===== config.mk =====
export PLATFORM = sky130hd
export DESIGN_NAME = wb_master_arb
export DESIGN_NICKNAME = d
export VERILOG_FILES = /design/src/rtl/wb_master_arb.sv
export SDC_FILE = /design/constraint.sdc
export NUM_CORES = 1
export LEC_CHECK = 0
export ABC_AREA = 1
export CAP_MARGIN = 10
export CORE_ASPECT_RATIO = 1.5
export CORE_MARGIN = 10
export CORE_UTILIZATION = 28
export DETAILED_ROUTE_END_ITERATION = 10
export PLACE_DENSITY = 0.85
export REMOVE_ABC_BUFFERS = 1
export SKIP_LAST_GASP = 1
export SYNTH_ARGS = -nofsm -noshare
export SYNTH_HDL_FRONTEND = slang
export SYNTH_SLANG_ARGS = --single-unit

===== constraint.sdc =====
create_clock -name clk_i -period 1.8 [get_ports clk_i]
set_input_delay 0.18 -clock clk_i [delete_from_list [all_inputs] [get_ports clk_i]]
set_output_delay 0.18 -clock clk_i [all_outputs]
set_load 0.01 [all_outputs]

===== src/rtl/wb_master_arb.sv =====
// Two-master Wishbone arbiter: round-robin or fixed-priority grant per bus cycle,
// with a stalled-strobe watchdog that terminates a hung transfer with err.
module wb_master_arb #(
   parameter int DW       = 16,
   parameter int AW       = 32,
   parameter int SW       = 2,
   parameter int PRIORITY = 0,
   parameter int TIMEOUT  = 255
) (
   input  logic          clk_i,
   input  logic          rst_i,
   input  logic [AW-1:0] m0_adr_i,
   input  logic [DW-1:0] m0_dat_i,
   input  logic [SW-1:0] m0_sel_i,
   input  logic          m0_we_i,
   input  logic          m0_cyc_i,
   input  logic          m0_stb_i,
   output logic [DW-1:0] m0_dat_o,
   output logic          m0_ack_o,
   output logic          m0_err_o,
   input  logic [AW-1:0] m1_adr_i,
   input  logic [DW-1:0] m1_dat_i,
   input  logic [SW-1:0] m1_sel_i,
   input  logic          m1_we_i,
   input  logic          m1_cyc_i,
   input  logic          m1_stb_i,
   output logic [DW-1:0] m1_dat_o,
   output logic          m1_ack_o,
   output logic          m1_err_o,
   output logic [AW-1:0] s_adr_o,
   output logic [DW-1:0] s_dat_o,
   output logic [SW-1:0] s_sel_o,
   output logic          s_we_o,
   output logic          s_cyc_o,
   output logic          s_stb_o,
   input  logic [DW-1:0] s_dat_i,
   input  logic          s_ack_i,
   output logic [1:0]    gnt_o
);

   typedef enum logic [1:0] {
      ST_IDLE  = 2'd0,
      ST_GNT0  = 2'd1,
      ST_GNT1  = 2'd2,
      ST_ABORT = 2'd3
   } state_t;

   localparam logic       PRIO_FIXED = (PRIORITY != 0);
   localparam logic       TO_EN      = (TIMEOUT != 0);
   localparam logic [7:0] TO_LAST    = 8'(TIMEOUT - 1);

   state_t     state_r;
   state_t     state_nxt_s;
   logic       last_r;
   logic       abort_m_r;
   logic       err0_r;
   logic       err1_r;
   logic [7:0] wait_cnt_r;
   logic       stall_s;
   logic       timeout_s;

   // last == 1 means master 1 was served most recently, so master 0 wins a tie.
   function automatic state_t arbitrate(input logic c0, input logic c1, input logic last);
      state_t res;
      res = ST_IDLE;
      if (c0 && c1) begin
         if (PRIO_FIXED || !last) begin
            res = ST_GNT1;
         end else begin
            res = ST_GNT0;
         end
      end else if (c0) begin
         res = ST_GNT0;
      end else if (c1) begin
         res = ST_GNT1;
      end else begin
         res = ST_IDLE;
      end
      return res;
   endfunction

   assign stall_s   = s_stb_o && !s_ack_i;
   assign timeout_s = TO_EN && stall_s && (wait_cnt_r == TO_LAST);

   // Next-state selection: arbitration, release/handover and watchdog abort.
   always_comb begin
      state_nxt_s = state_r;
      case (state_r)
         ST_IDLE: begin
            state_nxt_s = arbitrate(m0_cyc_i, m1_cyc_i, last_r);
         end
         ST_GNT0: begin
            if (!m0_cyc_i) begin
               state_nxt_s = m1_cyc_i ? ST_GNT1 : ST_IDLE;
            end else if (timeout_s) begin
               state_nxt_s = ST_ABORT;
            end else begin
               state_nxt_s = ST_GNT0;
            end
         end
         ST_GNT1: begin
            if (!m1_cyc_i) begin
               state_nxt_s = m0_cyc_i ? ST_GNT0 : ST_IDLE;
            end else if (timeout_s) begin
               state_nxt_s = ST_ABORT;
            end else begin
               state_nxt_s = ST_GNT1;
            end
         end
         ST_ABORT: begin
            if (abort_m_r ? !m1_cyc_i : !m0_cyc_i) begin
               state_nxt_s = arbitrate(m0_cyc_i, m1_cyc_i, last_r);
            end else begin
               state_nxt_s = ST_ABORT;
            end
         end
         default: begin
            state_nxt_s = ST_IDLE;
         end
      endcase
   end

   // Bus muxes; everything toward the slave is zero when no grant is held.
   always_comb begin
      s_adr_o  = {AW{1'b0}};
      s_dat_o  = {DW{1'b0}};
      s_sel_o  = {SW{1'b0}};
      s_we_o   = 1'b0;
      s_cyc_o  = 1'b0;
      s_stb_o  = 1'b0;
      m0_ack_o = 1'b0;
      m1_ack_o = 1'b0;
      gnt_o    = 2'b00;
      case (state_r)
         ST_GNT0: begin
            s_adr_o  = m0_adr_i;
            s_dat_o  = m0_dat_i;
            s_sel_o  = m0_sel_i;
            s_we_o   = m0_we_i;
            s_cyc_o  = m0_cyc_i;
            s_stb_o  = m0_stb_i;
            m0_ack_o = s_ack_i;
            gnt_o    = 2'b01;
         end
         ST_GNT1: begin
            s_adr_o  = m1_adr_i;
            s_dat_o  = m1_dat_i;
            s_sel_o  = m1_sel_i;
            s_we_o   = m1_we_i;
            s_cyc_o  = m1_cyc_i;
            s_stb_o  = m1_stb_i;
            m1_ack_o = s_ack_i;
            gnt_o    = 2'b10;
         end
         default: begin
            gnt_o = 2'b00;
         end
      endcase
   end

   assign m0_dat_o = s_dat_i;
   assign m1_dat_o = s_dat_i;
   assign m0_err_o = err0_r;
   assign m1_err_o = err1_r;

   // State register plus round-robin history, updated on grant entry.
   always_ff @(posedge clk_i) begin
      if (!rst_i) begin
         state_r <= ST_IDLE;
         last_r  <= 1'b1;
      end else begin
         state_r <= state_nxt_s;
         if (state_nxt_s == ST_GNT0 && state_r != ST_GNT0) begin
            last_r <= 1'b0;
         end else if (state_nxt_s == ST_GNT1 && state_r != ST_GNT1) begin
            last_r <= 1'b1;
         end else begin
            last_r <= last_r;
         end
      end
   end

   // Watchdog: remember which master was aborted and raise its one-cycle err.
   always_ff @(posedge clk_i) begin
      if (!rst_i) begin
         abort_m_r <= 1'b0;
         err0_r    <= 1'b0;
         err1_r    <= 1'b0;
      end else begin
         err0_r <= (state_r == ST_GNT0) && (state_nxt_s == ST_ABORT);
         err1_r <= (state_r == ST_GNT1) && (state_nxt_s == ST_ABORT);
         if (state_nxt_s == ST_ABORT && state_r != ST_ABORT) begin
            abort_m_r <= (state_r == ST_GNT1);
         end else begin
            abort_m_r <= abort_m_r;
         end
      end
   end

   // Stalled-strobe counter; any grant change restarts it.
   always_ff @(posedge clk_i) begin
      if (!rst_i) begin
         wait_cnt_r <= 8'd0;
      end else if (state_nxt_s != state_r) begin
         wait_cnt_r <= 8'd0;
      end else if (stall_s) begin
         wait_cnt_r <= wait_cnt_r + 8'd1;
      end else begin
         wait_cnt_r <= 8'd0;
      end
   end

endmodule

==> metrics.txt, run 1 <==
crit path capture type=flop; Netlist cell types=23; largest fanout on the critical path=8; CP Cell Sequence=buf_6, ha_4, buf_12, nand2_4, nand2_4, nand3_4, o21ai_2, nand2_1, nand2_2, nand2_4, nand2_4, nand3_4, nor3_2; setup violators final=4; Top FF cell, synth=dfxtp_1; Synth area leaders=nand2_1 (25%), dfxtp_1 (15%), a21oi_1 (15%), buf_4 (14%), ha_1 (5.4%); CP top delay family=simple AND/OR/NAND/NOR gates; Tcrit/Tclk final=1.02; DRT iter0 DRCs=89; diodes inserted=0; Die W=86.4 microns; root buffer cell=clkbuf_8; Sw Pwr=2210 uW; setup TNS=-74.6 ps; cell internal pwr=2190 uW; sequential share of the synthesized area=0.151; initial core utilization=0.286; PnR Total Power=4400 uW; io pins=216; WL final=9.93 mm; failing checks=negative setup slack; Leak=0.00151 uW; clock sink count=14; CTS Buf Count=3; GRT Total Usage=0.177; crit path launch type=flop; Synth top area share=0.249; area of the multi-input gates=1350 sq um; fill count=610; grt ovf=0; crit-path most repeated cell=nand2_4; Max Cap Viol=0; Die Y=120 microns; sequential power share=0.092; worst-margin pin slew=403 ps; Slew HR=0.730; Max Freq=0.542 GHz; Req. time, crit path=1980 ps; htree depth=1; vias per cell=4.93; post-route antenna net violation count=0; Comb power frac=0.833; Clock Power Share=0.074; switch share=0.502; fin nets=602; WHS=360 ps; first-pass GRT wire length=14.8 mm; Clock Path Buffers=2; largest net degree at the start of global routing=35; Layout area overhead=95.3%; Seq cells post-synth=14; Row Count=36; drc violations=0; drt wl/cell=18.3 microns; Worst Path Arrival=2020 ps; vias in the first global route=2857; fin util=0.558; hpwl dp=7.91 mm; final hold vios=0; Slew Limit Fails=0; Hold Buf Count CTS=0; minimum clock period=1840 ps; CTS tree=built; setup slack at placement=-118 ps; Synth Cell Area=1850 sq um; synth cell count leaders=nand2_1 (123), a21oi_1 (54), buf_4 (34), clkbuf_1 (15), inv_1 (15); clk slew on worst S/H paths=70 ps; RSZ-0062 raised after global routing=yes; Slowest Stage Delay on Critical Path=370 ps; clk_skew=3.46 ps; initial antenna violation count=0; outcome=finished with violations; via total after detailed routing=2684; Mean Syn Cell Area=5.83 sq um; final worst slack=-43.5 ps; GPL Wtd Cong=0.813; CP Class=reg -> reg; Ys Warns=0; Power Density=1220 nW/um^2; register area=285 sq um; synthesized instance count=318; Synth async-reset ratio=0; count leader, synth=nand2_1; core area=6490 sq um; clock latency on the worst-skew pair=260 ps; Critical-path top delay cell=dfxtp_4; Port Buf Inserts=167; first-pass detailed-route iteration total=6; Post-synth EDFFs=0; area leader, netlist=nand2_1; Buf/Inv on CP=2; Hold Crit Class=in -> out; layout cells sized above 1=0.265; worst vdd ir=0.780 mV; Die Area=10300 sq um
kinds of logic (layout without fill, tap and decap cells):
logic type / count (synthesis) / in the layout / share of synthesized area
AO/OA/AOI/OAI: 59 / 59 / 0.161
AND/OR/NAND/NOR: 166 / 166 / 0.405
flip-flops: 14 / 14 / 0.151
XOR/XNOR: 6 / 6 / 0.0284
buffers and inverters: 65 / 215 / 0.201
adder cells (fa/ha/maj): 8 / 8 / 0.0540
path summary, 6_finish.rpt:
| check | start | to | slack [ps] | depth (start not counted) |
|---|---|---|---|---|
| min | s_dat_i[2] | m1_dat_o[2] | 360 | 0 |
| min reg2reg | last_r | last_r | 480 | 2 |
| max | state_r[0] | wait_cnt_r[6] | -40 | 13 |
| max reg2reg | state_r[0] | wait_cnt_r[6] | -40 | 13 |
layout make-up:
| type | count | area share |
|---|---|---|
| Clock buffer | 4 | 0.0152 |
| Inverter | 16 | 0.0173 |
| Multi-Input combinational cell | 239 | 0.373 |
| Sequential cell | 14 | 0.0788 |
| Tap cell | 76 | 0.0263 |
| Timing Repair Buffer | 195 | 0.489 |
repair_timing:
action | in CTS | in global routing
endpoints found under the setup margin | 67 | 58
cloned | 2 | 0
pin swaps | 2 | 14
resized for setup | 139 | 73
buffers inserted | 5 | 2
through the flow:
step / cells / cell area (sq um)
3_5_place_dp: 531 / 3510
3_3_place_gp: 531 / 3510
4_1_cts: 542 / 3600
2_1_floorplan: 269 / 1540
6_report: 544 / 3620
5_1_grt: 544 / 3620
registers in the layout, indices dropped and copies added, names as in the netlist:
register,cells
m1_err_o,1
state_r,2
abort_m_r,1
m0_err_o,1
last_r,1
wait_cnt_r,8
power by group through the flow:
stage / logic [uW] / registers [uW] / clock network, uW
after global placement: 3270 / 391 / 0
after floorplan: 1550 / 405 / 0
final: 3670 / 406 / 328
after global routing: 3960 / 413 / 343
after CTS: 3530 / 403 / 328
after detailed placement: 3320 / 393 / 0
worst register-to-register path, delay by kind of cell, from the launching register on:
kind            cells  cell delay (ps)
compound gates      1              120
flops               1              370
simple gates        9              900
buf+inv             2              220
fa+ha+maj           1              160
routing by layer:
metal,up-vias,global-route usage,share of wire
met4,2,0.0254,0.0045
li1,1278,-,-
met1,1214,0.177,0.35
met5,-,0.0505,0.0049
met2,183,0.292,0.48
met3,7,0.128,0.16
placed cells by master, fill, tap and decap left out, drive strengths merged, types with 4 or more instances in the layout:
master,instances
xor2,4
inv,16
clkdlybuf4s50,112
buf,53
ha,8
clkbuf,23
dfxtp,14
nor2,13
nand3,10
nand2,132
o21ai,4
a21oi,54
nor3,10
dlygate4sd2,8
Power figures use the tool's default switching activity.
==> run 2, diff against run 1 <==
CAP_MARGIN = 20   (was 10)
==> results of run 2 <==
The final DEF is identical to that of run 1; final timing and power are the same.
